### config.mk
export PLATFORM = sky130hd
export DESIGN_NAME = lsu_mem_seq
export DESIGN_NICKNAME = d
export VERILOG_FILES = /design/src/rtl/lsu_mem_seq.sv
export SDC_FILE = /design/constraint.sdc
export NUM_CORES = 1
export LEC_CHECK = 0
export BUFFER_PORTS_ARGS = -buffer_cell sky130_fd_sc_hd__buf_4
export CAP_MARGIN = 20
export CORE_UTILIZATION = 48
export DETAILED_ROUTE_END_ITERATION = 7
export GPL_TIMING_DRIVEN = 0
export MAX_ROUTING_LAYER = met4
export PLACE_DENSITY = 0.8
export SKIP_CTS_REPAIR_TIMING = 1
export SYNTH_ARGS = -nofsm -noshare
export SYNTH_HDL_FRONTEND = slang
export SYNTH_SLANG_ARGS = --single-unit
### constraint.sdc
create_clock -name clk -period 2.4 [get_ports clk]
set_input_delay 0.36 -clock clk [delete_from_list [all_inputs] [get_ports clk]]
set_output_delay 0.36 -clock clk [all_outputs]
set_load 0.1 [all_outputs]
### src/rtl/lsu_mem_seq.sv
// Load/store sequencer between the MEM stage and a single-ported word-addressed
// data memory with a grant/rvalid handshake.
module lsu_mem_seq #(
    parameter int unsigned DATA_WIDTH = 32,
    parameter int unsigned ADDR_WIDTH = 32
) (
    input  logic                  clk,
    input  logic                  rst,
    input  logic                  req_valid,
    output logic                  req_ready,
    input  logic                  req_we,
    input  logic [2:0]            req_op,
    input  logic [ADDR_WIDTH-1:0] req_addr,
    input  logic [DATA_WIDTH-1:0] req_wdata,
    output logic                  resp_valid,
    output logic [DATA_WIDTH-1:0] resp_rdata,
    output logic                  resp_err,
    output logic                  busy,
    output logic                  mem_req,
    output logic                  mem_we,
    output logic [ADDR_WIDTH-1:0] mem_addr,
    output logic [DATA_WIDTH-1:0] mem_wdata,
    output logic [3:0]            mem_wstrb,
    input  logic                  mem_gnt,
    input  logic                  mem_rvalid,
    input  logic [DATA_WIDTH-1:0] mem_rdata
);

    localparam int unsigned BYTE_W = 8;
    localparam int unsigned HALF_W = 16;

    localparam logic [2:0] OP_B  = 3'b000;
    localparam logic [2:0] OP_H  = 3'b001;
    localparam logic [2:0] OP_W  = 3'b010;
    localparam logic [2:0] OP_BU = 3'b100;
    localparam logic [2:0] OP_HU = 3'b101;

    typedef enum logic [1:0] {
        IDLE = 2'd0,
        REQ  = 2'd1,
        WAIT = 2'd2,
        RESP = 2'd3
    } state_t;

    state_t state_q, state_d;

    // Latched request: only the fields the later states still need
    logic       we_q;
    logic [2:0] op_q;
    logic [1:0] off_q;

    logic                  accept_c;
    logic                  err_c;
    logic                  we_d;
    logic                  capture_c;
    logic [3:0]            wstrb_c;
    logic [DATA_WIDTH-1:0] wdata_c;
    logic [DATA_WIDTH-1:0] shifted_c;
    logic [DATA_WIDTH-1:0] load_c;

    assign accept_c = req_valid && req_ready;

    // Misalignment / illegal-op classification of the incoming request
    always_comb begin
        err_c = 1'b0;
        case (req_op)
            OP_B:    err_c = 1'b0;
            OP_BU:   err_c = req_we;
            OP_H:    err_c = req_addr[0];
            OP_HU:   err_c = req_we | req_addr[0];
            OP_W:    err_c = (req_addr[1:0] != 2'b00);
            default: err_c = 1'b1;
        endcase
    end

    // Store lane replication and byte strobes
    always_comb begin
        wdata_c = req_wdata;
        wstrb_c = 4'b1111;
        case (req_op[1:0])
            2'b00: begin
                wdata_c = {(DATA_WIDTH/BYTE_W){req_wdata[BYTE_W-1:0]}};
                wstrb_c = 4'b0001 << req_addr[1:0];
            end
            2'b01: begin
                wdata_c = {(DATA_WIDTH/HALF_W){req_wdata[HALF_W-1:0]}};
                wstrb_c = 4'b0011 << req_addr[1:0];
            end
            default: begin
                wdata_c = req_wdata;
                wstrb_c = 4'b1111;
            end
        endcase
    end

    // Load alignment and extension from the latched op/offset
    always_comb begin
        shifted_c = mem_rdata >> {off_q, 3'b000};
        load_c    = shifted_c;
        case (op_q)
            OP_B:    load_c = {{(DATA_WIDTH-BYTE_W){shifted_c[BYTE_W-1]}}, shifted_c[BYTE_W-1:0]};
            OP_H:    load_c = {{(DATA_WIDTH-HALF_W){shifted_c[HALF_W-1]}}, shifted_c[HALF_W-1:0]};
            OP_BU:   load_c = {{(DATA_WIDTH-BYTE_W){1'b0}}, shifted_c[BYTE_W-1:0]};
            OP_HU:   load_c = {{(DATA_WIDTH-HALF_W){1'b0}}, shifted_c[HALF_W-1:0]};
            default: load_c = shifted_c;
        endcase
    end

    // Next-state logic
    always_comb begin
        state_d   = state_q;
        capture_c = 1'b0;
        we_d      = accept_c ? req_we : we_q;
        case (state_q)
            IDLE: begin
                if (accept_c) begin
                    state_d = err_c ? RESP : REQ;
                end
            end
            REQ: begin
                if (mem_gnt) begin
                    if (we_q) begin
                        state_d = RESP;
                    end else if (mem_rvalid) begin
                        state_d   = RESP;
                        capture_c = 1'b1;
                    end else begin
                        state_d = WAIT;
                    end
                end
            end
            WAIT: begin
                if (mem_rvalid) begin
                    state_d   = RESP;
                    capture_c = 1'b1;
                end
            end
            RESP: begin
                state_d = IDLE;
            end
            default: begin
                state_d = IDLE;
            end
        endcase
    end

    // State register, latched request and registered outputs
    always_ff @(posedge clk) begin
        if (rst) begin
            state_q    <= IDLE;
            we_q       <= 1'b0;
            op_q       <= 3'b000;
            off_q      <= 2'b00;
            req_ready  <= 1'b1;
            busy       <= 1'b0;
            resp_valid <= 1'b0;
            resp_err   <= 1'b0;
            resp_rdata <= '0;
            mem_req    <= 1'b0;
            mem_we     <= 1'b0;
            mem_addr   <= '0;
            mem_wdata  <= '0;
            mem_wstrb  <= 4'b0000;
        end else begin
            state_q    <= state_d;
            req_ready  <= (state_d == IDLE);
            busy       <= (state_d != IDLE);
            mem_req    <= (state_d == REQ);
            mem_we     <= (state_d == REQ) && we_d;
            resp_valid <= (state_d == RESP);
            resp_err   <= accept_c && err_c;

            if (accept_c) begin
                we_q      <= req_we;
                op_q      <= req_op;
                off_q     <= req_addr[1:0];
                mem_addr  <= {req_addr[ADDR_WIDTH-1:2], 2'b00};
                mem_wdata <= wdata_c;
                mem_wstrb <= req_we ? wstrb_c : 4'b0000;
            end

            // Load data persists until the next load; stores and errors clear it
            if (capture_c) begin
                resp_rdata <= load_c;
            end else if ((state_d == RESP) && (state_q != RESP)) begin
                resp_rdata <= '0;
            end
        end
    end

endmodule

==> metrics list <==
- Setup violations remaining at the end of the flow were counted as 0.
* Starting DRC count in detailed routing: 335
- Slowest stage cell on the critical path: dfxtp_1
- After detailed routing, the number of remaining DRC violations is 0.
- The min-delay analysis places its worst path in the category in2reg.
* Largest area contributor in the synthesized netlist: dfxtp_1
- P per Cell Area: 1064 nW/um2
* Layout cell share with drive strength beyond 1: 0.3196
* Clk_lat worst skew: 0.38 ns
- Area Growth Syn to Fin: 37.52%
- Total of fill cells in the finished design: 862
* Ordered list of cells on the worst path: inv_1, ha_1, nand3b_1, a21o_1, buf_2, clkbuf_1, nand3b_1, o32ai_1
- Syn Area/Cell: 8.522 um2
- The floorplan has 37 rows.
- Normalized max-slew margin: 0.5351
- The pre-antenna-repair detailed-routing pass consisted of 5 iterations.
* Leak: 3.010 nW
* Post-synthesis async set-or-reset flop share: 0
* Power after layout: 0.007472 W
* Number of vias in the routed layout: 5342
* Capturing element type of the critical path: register
- The worst-case IR drop observed on VDD is 0.8538 mV.
- Based on the critical path, the design can be clocked at up to 452.5 MHz.
* Top cells by area in the synthesized netlist: dfxtp_1 44%, nand2_1 11%, mux2i_1 6.3%
- The count of final max-slew check failures came to 0.
- The number of global-route vias before repair came to 5168.
- In this run the vertical extent of the chip is 105.1 um.
* Final clock period utilization by the worst path: 0.9207
* Post-placement worst setup slack: 0.1766 ns
* Global placement routability congestion: 0.9854
- At the pin with the least slew margin, the transition time is 0.6948 ns.
- In this design, the critical path's most frequently occurring cell is nand3b_1.
- Dividing the detail-routed via count by the number of cells gives 5.570.
- Total of warnings raised by yosys: 0
* Clock tree from TritonCTS: done
- The root buffer cell chosen for the clock tree is clkbuf_8.
* Sum of net half-perimeters after detailed placement: 13050 um
* Crit path required time: 2.69 ns
- Synth top area share: 0.4392
- Number of port buffers: 208
* Clock net sink count: 112
* Number of antenna-violating nets in the routed design: 0
- Counting every instance in the synthesized netlist gives 599.
* Final worst slack: 0.1903 ns
- No sink is reached through more buffers than the 2 on the longest clock path.
* Final layout net count: 929
- The clock period could shrink to 2.210 ns.
- Setup repair after global routing left no endpoint under its margin.
- The number of antenna violations at the first check in global routing came to 0.
* Wire length per cell: 17.58 um
- In this run the worst path has a maximum fanout of 10.
- Counting flops with a built-in enable in the synthesized netlist gives 0.
- Summed over all layers, the global routing overflow is 0.
* Final wirelength: 16860 um
- Data arrives at the worst endpoint at 2.50 ns.
- Total global-route track usage: 0.3149
- Number of clock buffers inserted by TritonCTS: 9
- In this run, distinct cell masters in the synthesized netlist total 42.
- The initial utilization of the core area, before any placement, comes to 0.4945.
- The core region is 10320 um2.
- Clock transition at the registers of the reported paths: 0.11 ns
- The first global-routing pass estimated 26460 um of wire.
* Delay of the slowest critical-path stage: 0.43 ns
- Entering global routing, the biggest net connects 19 pins.
- Cell area after technology mapping: 5105 um2
* Max-capacitance violation count: 0
- Share of synthesized area occupied by flip-flops and latches: 0.4392
- Accumulated negative setup slack: 0 ns
- For this run, the leading register cell type out of synthesis is dfxtp_1.
- The final hold violation count came to 0.
* H-tree depth: 3
- Final worst clock skew: 0.01391 ns
- STA classifies the critical path startpoint as a register.
- Measured along the x axis, the die boundary spans 105.1 um.
- Counting flops and latches in the post-synthesis netlist gives 112.
* Io pins: 211
- Startpoint-to-endpoint class of the critical path: reg2reg
- 0 antenna diodes ended up in the layout.
- The run finished with clean final reports.
- The die covers 11050 um2.
==> cells in the final DEF (no fill, tap or decap), types with 2 or more instances in the layout <==
master	netlist	final
and3_1	2	2
nand3b_1	34	34
o32ai_1	7	7
buf_6	3	3
a221oi_1	2	2
dfxtp_1	112	112
ha_1	5	5
buf_1	4	4
a211o_1	2	2
mux2_2	7	7
conb_1	1	2
a21oi_1	61	61
inv_6	0	2
buf_2	7	7
mux2i_1	32	32
inv_1	5	5
nor2_1	34	34
nor3b_1	2	2
o211ai_2	8	8
o221ai_2	6	6
clkbuf_8	0	9
nor4_1	2	2
buf_4	3	211
clkinv_2	0	2
a211oi_1	15	15
nand2_1	143	143
nor2b_1	3	3
a311oi_1	8	8
o211ai_1	3	3
o221ai_1	2	2
o21ai_0	31	31
clkbuf_1	34	34
o22ai_1	9	9
==> flip-flops by register name (all words and copies together), names as in the netlist, 2 cells and up <==
name,count
state_q,2
op_q,3
resp_rdata,32
off_q,2
mem_wdata,32
mem_addr,30
mem_wstrb,4
==> critical path, delay by kind of cell (launching register included) <==
kind / cells / cell delay, ns
fa+ha+maj: 1 / 0.23
simple gates: 2 / 0.37
compound gates: 2 / 0.35
buf+inv: 3 / 0.74
flops: 1 / 0.43
==> routing by layer <==
layer,track usage,vias to the layer above,share of wire
met2,0.5161,273,0.48
met4,0.1378,0,0.028
met1,0.3710,2487,0.41
met5,-,-,0
met3,0.06925,39,0.081
li1,-,2543,-
==> path summary, 6_finish.rpt <==
| path | start | end | slack (ns) | cells past startpoint |
|---|---|---|---|---|
| worst max register to register | state_q[1] | resp_rdata[0] | 0.19 | 8 |
| worst min-delay path | req_addr[22] | mem_addr[22] | 0.22 | 3 |
| worst min register to register | mem_addr[30] | mem_addr[30] | 0.46 | 2 |
| worst max-delay path | state_q[1] | resp_rdata[0] | 0.19 | 8 |
==> power breakdown <==
part | switching (W) | internal [W]
Clock | 0.000652 | 0.000379
Sequential | 0.000178 | 0.00215
Combinational | 0.00309 | 0.00102
==> cells by family after synthesis <==
| family | synth area share |
|---|---|
| other cells | 0.0007346 |
| simple gates | 0.1998 |
| mux | 0.08260 |
| fa+ha+maj | 0.01225 |
| compound gates | 0.2120 |
| buf+inv | 0.05343 |
| flops | 0.4392 |
==> stage by stage <==
step,util,cell area (um2),hold slack [ns],std cells
after detailed placement,0.6626,6840,0.4497,944
after floorplan,-,5109,0.4449,600
final,0.6800,7020,0.2152,959
after global routing,0.6800,7020,0.1868,959
after global placement,0.6626,6840,0.4439,944
after CTS,0.6788,7008,0.1986,959
==> final cells by class <==
| type | count | area [um2] | share of cell area |
|---|---|---|---|
| tap | 136 | 170.2 | 0.02424 |
| clock inverter | 6 | 43.79 | 0.006238 |
| inverter | 5 | 18.77 | 0.002673 |
| clock buffer | 9 | 123.9 | 0.01764 |
| multi-input combinational | 431 | 2606 | 0.3712 |
| timing repair buffer | 208 | 1562 | 0.2224 |
| sequential | 112 | 2242 | 0.3194 |
| buffer | 52 | 254.0 | 0.03618 |
==> synth_stat cells (6+ instances only) <==
master / number
nand2_1: 143
o21ai_0: 31
a21oi_1: 61
a311oi_1: 8
nor2_1: 34
dfxtp_1: 112
o22ai_1: 9
a211oi_1: 15
mux2_2: 7
o221ai_2: 6
o211ai_2: 8
clkbuf_1: 34
buf_2: 7
nand3b_1: 34
mux2i_1: 32
o32ai_1: 7
Note: power is estimated with default switching activity, not from simulation.
